### src/rtl/rf_write_arbiter.sv
// Round-robin arbiter sharing the register bank's single write port between
// the writeback stage (port 0) and the load/debug port (port 1).
module rf_write_arbiter #(
  parameter int DATA_WIDTH = 32,
  parameter int ADDR_WIDTH = 5
) (
  input  logic                         C,
  input  logic                         nR,
  input  logic                         req0,
  input  logic [ADDR_WIDTH-1:0]        addr0,
  input  logic [DATA_WIDTH-1:0]        data0,
  output logic                         ack0,
  input  logic                         req1,
  input  logic [ADDR_WIDTH-1:0]        addr1,
  input  logic [DATA_WIDTH-1:0]        data1,
  output logic                         ack1,
  output logic [(1<<ADDR_WIDTH)-1:0]   rf_load,
  output logic [DATA_WIDTH-1:0]        rf_data,
  output logic                         busy,
  output logic                         grant
);

  typedef enum logic [1:0] {
    IDLE  = 2'd0,
    WRITE = 2'd1,
    ACK   = 2'd2
  } state_t;

  state_t                  state_reg, state_next;
  logic                    ptr_reg, ptr_next;
  logic                    grant_reg, grant_next;
  logic [ADDR_WIDTH-1:0]   hold_addr_reg, hold_addr_next;
  logic [DATA_WIDTH-1:0]   hold_data_reg, hold_data_next;

  always_ff @(posedge C or negedge nR) begin
    if (!nR) begin
      state_reg     <= IDLE;
      ptr_reg       <= 1'b0;
      grant_reg     <= 1'b0;
      hold_addr_reg <= '0;
      hold_data_reg <= '0;
    end else begin
      state_reg     <= state_next;
      ptr_reg       <= ptr_next;
      grant_reg     <= grant_next;
      hold_addr_reg <= hold_addr_next;
      hold_data_reg <= hold_data_next;
    end
  end

  always_comb begin
    state_next     = state_reg;
    ptr_next       = ptr_reg;
    grant_next     = grant_reg;
    hold_addr_next = hold_addr_reg;
    hold_data_next = hold_data_reg;
    case (state_reg)
      IDLE: begin
        if (req0 || req1) begin
          // A lone requester wins outright; the pointer only breaks ties.
          grant_next     = (req0 && req1) ? ptr_reg : req1;
          hold_addr_next = grant_next ? addr1 : addr0;
          hold_data_next = grant_next ? data1 : data0;
          state_next     = WRITE;
        end
      end
      WRITE: state_next = ACK;
      ACK: begin
        ptr_next   = ~grant_reg;
        state_next = IDLE;
      end
      default: state_next = IDLE;
    endcase
  end

  assign busy    = (state_reg != IDLE);
  assign ack0    = (state_reg == ACK) && !grant_reg;
  assign ack1    = (state_reg == ACK) && grant_reg;
  assign rf_data = hold_data_reg;
  assign grant   = grant_reg;

  // Load enable 0 is tied off: writes to R0 are dropped but still acknowledged.
  generate
    for (genvar gi = 0; gi < (1 << ADDR_WIDTH); gi++) begin : g_load
      if (gi == 0) begin : g_r0
        assign rf_load[gi] = 1'b0;
      end else begin : g_rn
        assign rf_load[gi] = (state_reg == WRITE) &&
                             (hold_addr_reg == ADDR_WIDTH'(gi));
      end
    end
  endgenerate

endmodule
### config.mk
export PLATFORM = sky130hd
export DESIGN_NAME = rf_write_arbiter
export DESIGN_NICKNAME = d
export VERILOG_FILES = /design/src/rtl/rf_write_arbiter.sv
export SDC_FILE = /design/constraint.sdc
export NUM_CORES = 1
export LEC_CHECK = 0
export CAP_MARGIN = 25
export CORE_MARGIN = 8
export CORE_UTILIZATION = 40
export DETAILED_ROUTE_END_ITERATION = 12
export HOLD_SLACK_MARGIN = 0.06
export PLACE_DENSITY_LB_ADDON = 0.05
export SYNTH_ARGS = -nofsm -noshare
export SYNTH_HDL_FRONTEND = slang
export SYNTH_SLANG_ARGS = --single-unit
### constraint.sdc
create_clock -name C -period 3.55 [get_ports C]
set_clock_uncertainty 0.15 [all_clocks]
set_input_delay 1.065 -clock C [delete_from_list [all_inputs] [get_ports C]]
set_output_delay 1.065 -clock C [all_outputs]
set_load 0.01 [all_outputs]
==> impl_metrics.env, run 1 <==
export IMPL_hold_viol=0
export IMPL_rows=27
export IMPL_synth_fa_ha_area_frac=0
export IMPL_clock_fmax_mhz=301
export IMPL_drt_wl_total_mm=8.56
export IMPL_vias_per_cell=5.42
export IMPL_hp_class="reg2reg"
export IMPL_gp_congestion=0.785
export IMPL_synth_edf_count=0
export IMPL_peakVddDrop_mv=0.389
export IMPL_cp_arrival_ns=2.11
export IMPL_grt_antenna_before_repair=0
export IMPL_die_y_um=91.9
export IMPL_core_region_area_um2=5540
export IMPL_ys_warn_count=0
export IMPL_synth_top_flop_cell="dfrtp_1"
export IMPL_grtUsageTotal=0.200
export IMPL_yosys_area_top_type_share=0.445
export IMPL_async_flop_share=1.00
export IMPL_hold_buffers=0
export IMPL_synthesis_area_um2=2300
export IMPL_p_leak_nw=1.45
export IMPL_dp_cells=482
export IMPL_ios=146
export IMPL_rsz0062_at_grt="no"
export IMPL_grt_pass1_vias=2748
export IMPL_period_needed_ns=3.32
export IMPL_fin_cells=491
export IMPL_synth_fp_nets=369
export IMPL_first_pass_iters=4
export IMPL_setup_violations_final=0
export IMPL_crit_fanout=7
export IMPL_ys_types=26
export IMPL_largest_register_ffs=32
export IMPL_synth_common_cells="dfrtp_1 (41), nand3_1 (41), a21oi_1 (38)"
export IMPL_synthSimpleGateAreaFrac=0.205
export IMPL_start_util=0.416
export IMPL_clkSlewWorstSetupHoldPaths_ns=0.08
export IMPL_tns_ns=0
export IMPL_muxShareOfSynthArea=0
export IMPL_insertion_delay_ns=0.29
export IMPL_grt_pass1_wl_mm=14.0
export IMPL_ant_nets=0
export IMPL_yosysTopAreaCell="dfrtp_1"
export IMPL_avgSynthCellArea_um2=7.92
export IMPL_totalPowerFinal_mw=2.74
export IMPL_clock_sinks=41
export IMPL_route_detailed_drc=0
export IMPL_htreeDepth=2
export IMPL_vias=2660
export IMPL_cts_root_buf="clkbuf_8"
export IMPL_endpoint_kind="output pin"
export IMPL_fin_util=0.699
export IMPL_synthCells=291
export IMPL_synth_xor_area_share=0
export IMPL_cp_required_ns=2.33
export IMPL_maxCapViolCount=0
export IMPL_nets=496
export IMPL_routedWlPerCell_um=17.4
export IMPL_die_w_um=91.9
export IMPL_numCtsBuffers=5
export IMPL_synth_compound_area_frac=0.267
export IMPL_slew_violations=0
export IMPL_fin_crit_sh=0.936
export IMPL_n_antenna_cell=0
export IMPL_status="finished clean"
export IMPL_p_per_area_nw_per_um2=707
export IMPL_drive_gt1_frac=0.0549
export IMPL_synthTopCellsByArea="dfrtp_1 (45%), a31oi_1 (10%), nand3_1 (8.9%)"
export IMPL_grt_overflow_total=0
export IMPL_ys_seq_elements=41
export IMPL_clockBufferDepth=2
export IMPL_grt_max_degree=42
export IMPL_dieArea_um2=8440
export IMPL_hold_slack_ns=0.402
export IMPL_post_cts_buffers=0
export IMPL_slew_headroom=0.295
export IMPL_worst_pin_slew_ns=1.06
export IMPL_start_kind="register"
export IMPL_area_growth_syn_to_layout_pct=68.1
export IMPL_first_iter_violations=159
export IMPL_dp_hpwl_mm=6.13
export IMPL_synth_top_family_by_area="compound AO/OA/AOI/OAI gates"
export IMPL_io_buffers=144
export IMPL_cts_tree="built"
export IMPL_cts_resized_gates=0
export IMPL_path_class="reg2out"
export IMPL_yosysSeqAreaShare=0.445
layout make-up:
type	instances	area (um2)
fillers	494	1670
repair buffers	154	1520
multi-input cells	212	1100
flip-flops and latches	41	1030
well taps	72	90.1
clock buffers	7	86.3
clock inverters	1	30.0
inverters	4	15.0
kinds of logic (layout without fill, tap and decap cells):
group / after synthesis / after routing
flops: 41 / 41
other cells: 1 / 1
buf+inv: 38 / 166
compound gates: 113 / 113
simple gates: 98 / 98
worst max-delay path: stages (launching register included):
cell and delay, ns:
dfrtp_1 0.47, nor3b_2 0.36, nand3_1 0.21, nor3_1 0.20, clkdlybuf4s50_1 0.57
metrics by stage:
step	area, um2	setup slack [ns]
after floorplan	2300	1.18
after global placement	3730	0.460
after detailed placement	3730	0.422
after CTS	3850	0.235
after global routing	3870	0.0624
final	3870	0.226
layout by cell type (no fill, tap or decap), drive strengths merged, types with 2 or more instances in the layout:
| cell | netlist | final |
|---|---|---|
| a31oi | 37 | 37 |
| clkbuf | 12 | 7 |
| inv | 4 | 4 |
| o21ai | 37 | 37 |
| nand2b | 5 | 5 |
| nor3 | 2 | 2 |
| nor2 | 33 | 33 |
| and3 | 2 | 2 |
| clkdlybuf4s50 | 0 | 143 |
| nor2b | 3 | 3 |
| a21oi | 38 | 38 |
| nand2 | 7 | 7 |
| dfrtp | 41 | 41 |
| nand3 | 41 | 41 |
| or2 | 2 | 2 |
| buf | 22 | 11 |
per-layer routing:
| layer | GRT usage | wire (um) | vias to the layer above |
|---|---|---|---|
| met1 | 0.234 | 3500 | 1262 |
| met4 | 0.0537 | 92 | 0 |
| met5 | 0 | 0 | - |
| met3 | 0.0758 | 700 | 8 |
| li1 | - | - | 1289 |
| met2 | 0.334 | 4270 | 101 |
where the power goes:
group	switching, mW	internal (mW)
Clock	0.168	0.230
Combinational	0.736	0.719
Sequential	0.176	0.707
Total	1.08	1.66
path summary, 6_finish.rpt:
kind | from | to | slack (ns) | cells past startpoint
max | state_reg[1]$_DFFE_PN0P_ | rf_load[12] | 0.23 | 4
min | rf_data[27]$_DFFE_PN0P_ | rf_data[27]$_DFFE_PN0P_ | 0.40 | 2
max reg2reg | state_reg[1]$_DFFE_PN0P_ | grant$_DFFE_PN0P_ | 1.56 | 4
min reg2reg | rf_data[27]$_DFFE_PN0P_ | rf_data[27]$_DFFE_PN0P_ | 0.40 | 2
max in group asynchronous | nR | rf_data[30]$_DFFE_PN0P_ | 2.43 | 2
min in group asynchronous | nR | rf_data[26]$_DFFE_PN0P_ | 0.42 | 1
No activity file was read; power rests on OpenSTA's default activity.
==> run 2, diff against run 1 <==
--- a/config.mk
+++ b/config.mk
@@ -5,9 +5,10 @@
 export SDC_FILE = /design/constraint.sdc
 export NUM_CORES = 1
 export LEC_CHECK = 0
+export ABC_AREA = 1
 export CAP_MARGIN = 25
 export CORE_MARGIN = 8
-export CORE_UTILIZATION = 40
+export CORE_UTILIZATION = 42
 export DETAILED_ROUTE_END_ITERATION = 12
 export HOLD_SLACK_MARGIN = 0.06
 export PLACE_DENSITY_LB_ADDON = 0.05
==> run 2 against run 1 <==
Against the previous run:
- largest cell class unchanged
- clock-buffer cell count shrank 1
- non-clock buffer count shrank 3
- critical endpoint is now rf_load[1]
- worst hold slack lost 0.069 ns
==> impl_metrics.env, run 2 <==
export IMPL_internal_power_mw=1.52
export IMPL_hold_depth=2
export IMPL_cts_tree="built"
export IMPL_numCtsBuffers=5
export IMPL_maxCapViolCount=0
export IMPL_crit_path_start="state_reg[1]$_DFFE_PN0P_"
export IMPL_yosysSeqAreaShare=0.399
export IMPL_p_clk_frac=0.121
export IMPL_drive_gt1_frac=0.0334
export IMPL_clock_fmax_mhz=313
export IMPL_drt_wl_total_mm=8.05
export IMPL_dp_hpwl_mm=6.10
export IMPL_tns_ns=0
export IMPL_core_region_area_um2=5920
export IMPL_async_flop_share=1.00
export IMPL_start_util=0.434
export IMPL_fin_cells=614
export IMPL_power_switching_mw=1.08
export IMPL_yosysTopAreaCell="dfrtp_1"
export IMPL_rows=28
export IMPL_yosys_area_top_type_share=0.399
export IMPL_largest_register_ffs=32
export IMPL_status="finished clean"
export IMPL_hp_class="reg2reg"
export IMPL_synthCells=404
export IMPL_hold_viol=0
export IMPL_synthTopCellsByArea="dfrtp_1 (40%), nand2_1 (19%), nand3_1 (15%)"
export IMPL_die_w_um=94.3
export IMPL_cp_arrival_ns=1.98
export IMPL_regArea_um2=1030
export IMPL_gp_congestion=0.771
export IMPL_final_cell_mix="clkdlybuf4s50_1 (143), nand2_1 (131), inv_1 (89)"
export IMPL_synth_edf_count=0
export IMPL_grt_antenna_before_repair=0
export IMPL_worst_pin_slew_ns=0.636
export IMPL_path_class="reg2out"
export IMPL_period_needed_ns=3.20
export IMPL_first_pass_iters=4
export IMPL_peakVddDrop_mv=0.312
export IMPL_final_common_cell="clkdlybuf4s50_1"
export IMPL_dp_cells=606
export IMPL_nets=617
export IMPL_ys_types=16
export IMPL_reg2reg_depth=8
export IMPL_area_growth_syn_to_layout_pct=59.6
export IMPL_p_per_area_nw_per_um2=633
export IMPL_p_leak_nw=2.14
export IMPL_die_y_um=94.3
export IMPL_cts_resized_gates=0
export IMPL_grt_pass1_vias=2876
export IMPL_p_seq_frac=0.324
export IMPL_crit_fanout=11
export IMPL_avgSynthCellArea_um2=6.37
export IMPL_first_iter_violations=110
export IMPL_setup_violations_final=0
export IMPL_clock_sinks=41
export IMPL_start_kind="register"
export IMPL_io_buffers=144
export IMPL_hold_slack_ns=0.332
export IMPL_slew_headroom=0.575
export IMPL_grtUsageTotal=0.187
export IMPL_ant_nets=0
export IMPL_fin_crit_sh=0.901
export IMPL_min_from="rf_data[16]$_DFFE_PN0P_"
export IMPL_r2r_start="ptr_reg$_DFFE_PN0N_"
export IMPL_htreeDepth=2
export IMPL_slew_violations=0
export IMPL_route_detailed_drc=0
export IMPL_r2r_end="hold_addr_reg[4]$_DFFE_PN0P_"
export IMPL_clockBufferDepth=2
export IMPL_power_switching_fraction=0.414
export IMPL_grt_max_degree=42
export IMPL_combPwrFrac=0.555
export IMPL_worstHoldEndpoint="rf_data[16]$_DFFE_PN0P_"
export IMPL_vias=2891
export IMPL_synth_most_common_cell="nand2_1"
export IMPL_ys_warn_count=0
export IMPL_cp_required_ns=2.33
export IMPL_n_antenna_cell=0
export IMPL_grt_overflow_total=0
export IMPL_synth_common_cells="nand2_1 (131), inv_1 (89), nand3_1 (75)"
export IMPL_synth_fp_nets=482
export IMPL_insertion_delay_ns=0.29
export IMPL_multi_input_area_um2=1060
export IMPL_hold_buffers=0
export IMPL_rsz0062_at_grt="no"
export IMPL_routedWlPerCell_um=13.1
export IMPL_n_fill_cell=546
export IMPL_endpoint_kind="output pin"
export IMPL_r2r_slack_ns=2.01
export IMPL_post_cts_buffers=0
export IMPL_cts_root_buf="clkbuf_8"
export IMPL_synthesis_area_um2=2570
export IMPL_dieArea_um2=8880
export IMPL_ios=146
export IMPL_ys_seq_elements=41
export IMPL_synth_top_flop_cell="dfrtp_1"
export IMPL_grt_pass1_wl_mm=13.6
export IMPL_clkSlewWorstSetupHoldPaths_ns=0.08
export IMPL_vias_per_cell=4.71
## run 2: cell count changes after synthesis, moves of 33 or more
cell     change
nand2_1    +124
inv_1       +85
a21oi_1     -37
a31oi_1     -37
nand3_1     +34
o21ai_0     -33
## run 2: worst max-delay path, stage by stage (launching register included)
cell	delay, ns
dfrtp_1	0.38
inv_1	0.08
nand2_1	0.06
nor2_1	0.17
inv_1	0.20
nor3_1	0.22
clkdlybuf4s50_1	0.59
## run 2: area by class of cell
| type | instances | area share |
|---|---|---|
| multi-input cells | 250 | 0.257 |
| clock buffers | 6 | 0.0201 |
| flip-flops and latches | 41 | 0.250 |
| inverters | 90 | 0.0823 |
| clock inverters | 1 | 0.00183 |
| well taps | 75 | 0.0229 |
| repair buffers | 151 | 0.366 |
## run 2: kinds of logic (layout without fill, tap and decap cells)
group                  after synthesis  in the layout  share of synthesized area
AO/OA/AOI/OAI                        2              2                    0.00389
buffers and inverters              113            248                      0.191
flip-flops                          41             41                      0.399
other                                1              1                    0.00146
AND/OR/NAND/NOR                    247            247                      0.405
## run 2: metal layers
| layer | GRT usage | share of wire | vias to the layer above |
|---|---|---|---|
| li1 | - | - | 1457 |
| met1 | 0.222 | 0.42 | 1315 |
| met2 | 0.311 | 0.47 | 110 |
| met3 | 0.0695 | 0.10 | 9 |
| met4 | 0.0449 | 0.0099 | 0 |
| met5 | 0 | 0 | - |
## run 2: worst max-delay path by stage
| stage | slack (ns) | end |
|---|---|---|
| finish | 0.35 | rf_load[1] |
| global route | 0.14 | rf_load[1] |
| CTS | 0.33 | rf_load[1] |
| floorplan | 1.22 | rf_load[1] |
| global placement | 0.74 | rf_load[27] |
| detailed placement | 0.64 | rf_load[1] |
## run 2: power groups by stage
stage	combinational [mW]	clock [mW]	sequential [mW]
6_report	1.44	0.314	0.842
5_1_grt	1.62	0.341	0.871
4_1_cts	1.47	0.323	0.842
3_5_place_dp	1.46	0	0.847
3_3_place_gp	1.44	0	0.838
2_1_floorplan	0.709	0	0.926
## run 2: through the flow
stage | area [um2] | power, mW | utilization | setup WS (ns)
5_1_grt | 4110 | 2.83 | 0.693 | 0.136
3_5_place_dp | 4000 | 2.31 | 0.675 | 0.641
2_1_floorplan | 2570 | 1.64 | - | 1.22
6_report | 4110 | 2.60 | 0.693 | 0.352
3_3_place_gp | 4000 | 2.28 | 0.675 | 0.739
4_1_cts | 4090 | 2.63 | 0.690 | 0.327
==> run 3, diff against run 2 <==
--- a/config.mk
+++ b/config.mk
@@ -12,6 +12,8 @@
 export DETAILED_ROUTE_END_ITERATION = 12
 export HOLD_SLACK_MARGIN = 0.06
 export PLACE_DENSITY_LB_ADDON = 0.05
+export SETUP_SLACK_MARGIN = 0.05
 export SYNTH_ARGS = -nofsm -noshare
 export SYNTH_HDL_FRONTEND = slang
 export SYNTH_SLANG_ARGS = --single-unit
+export TNS_END_PERCENT = 5
==> results of run 3 <==
No change in the layout: final DEF, timing and power equal those of run 2.
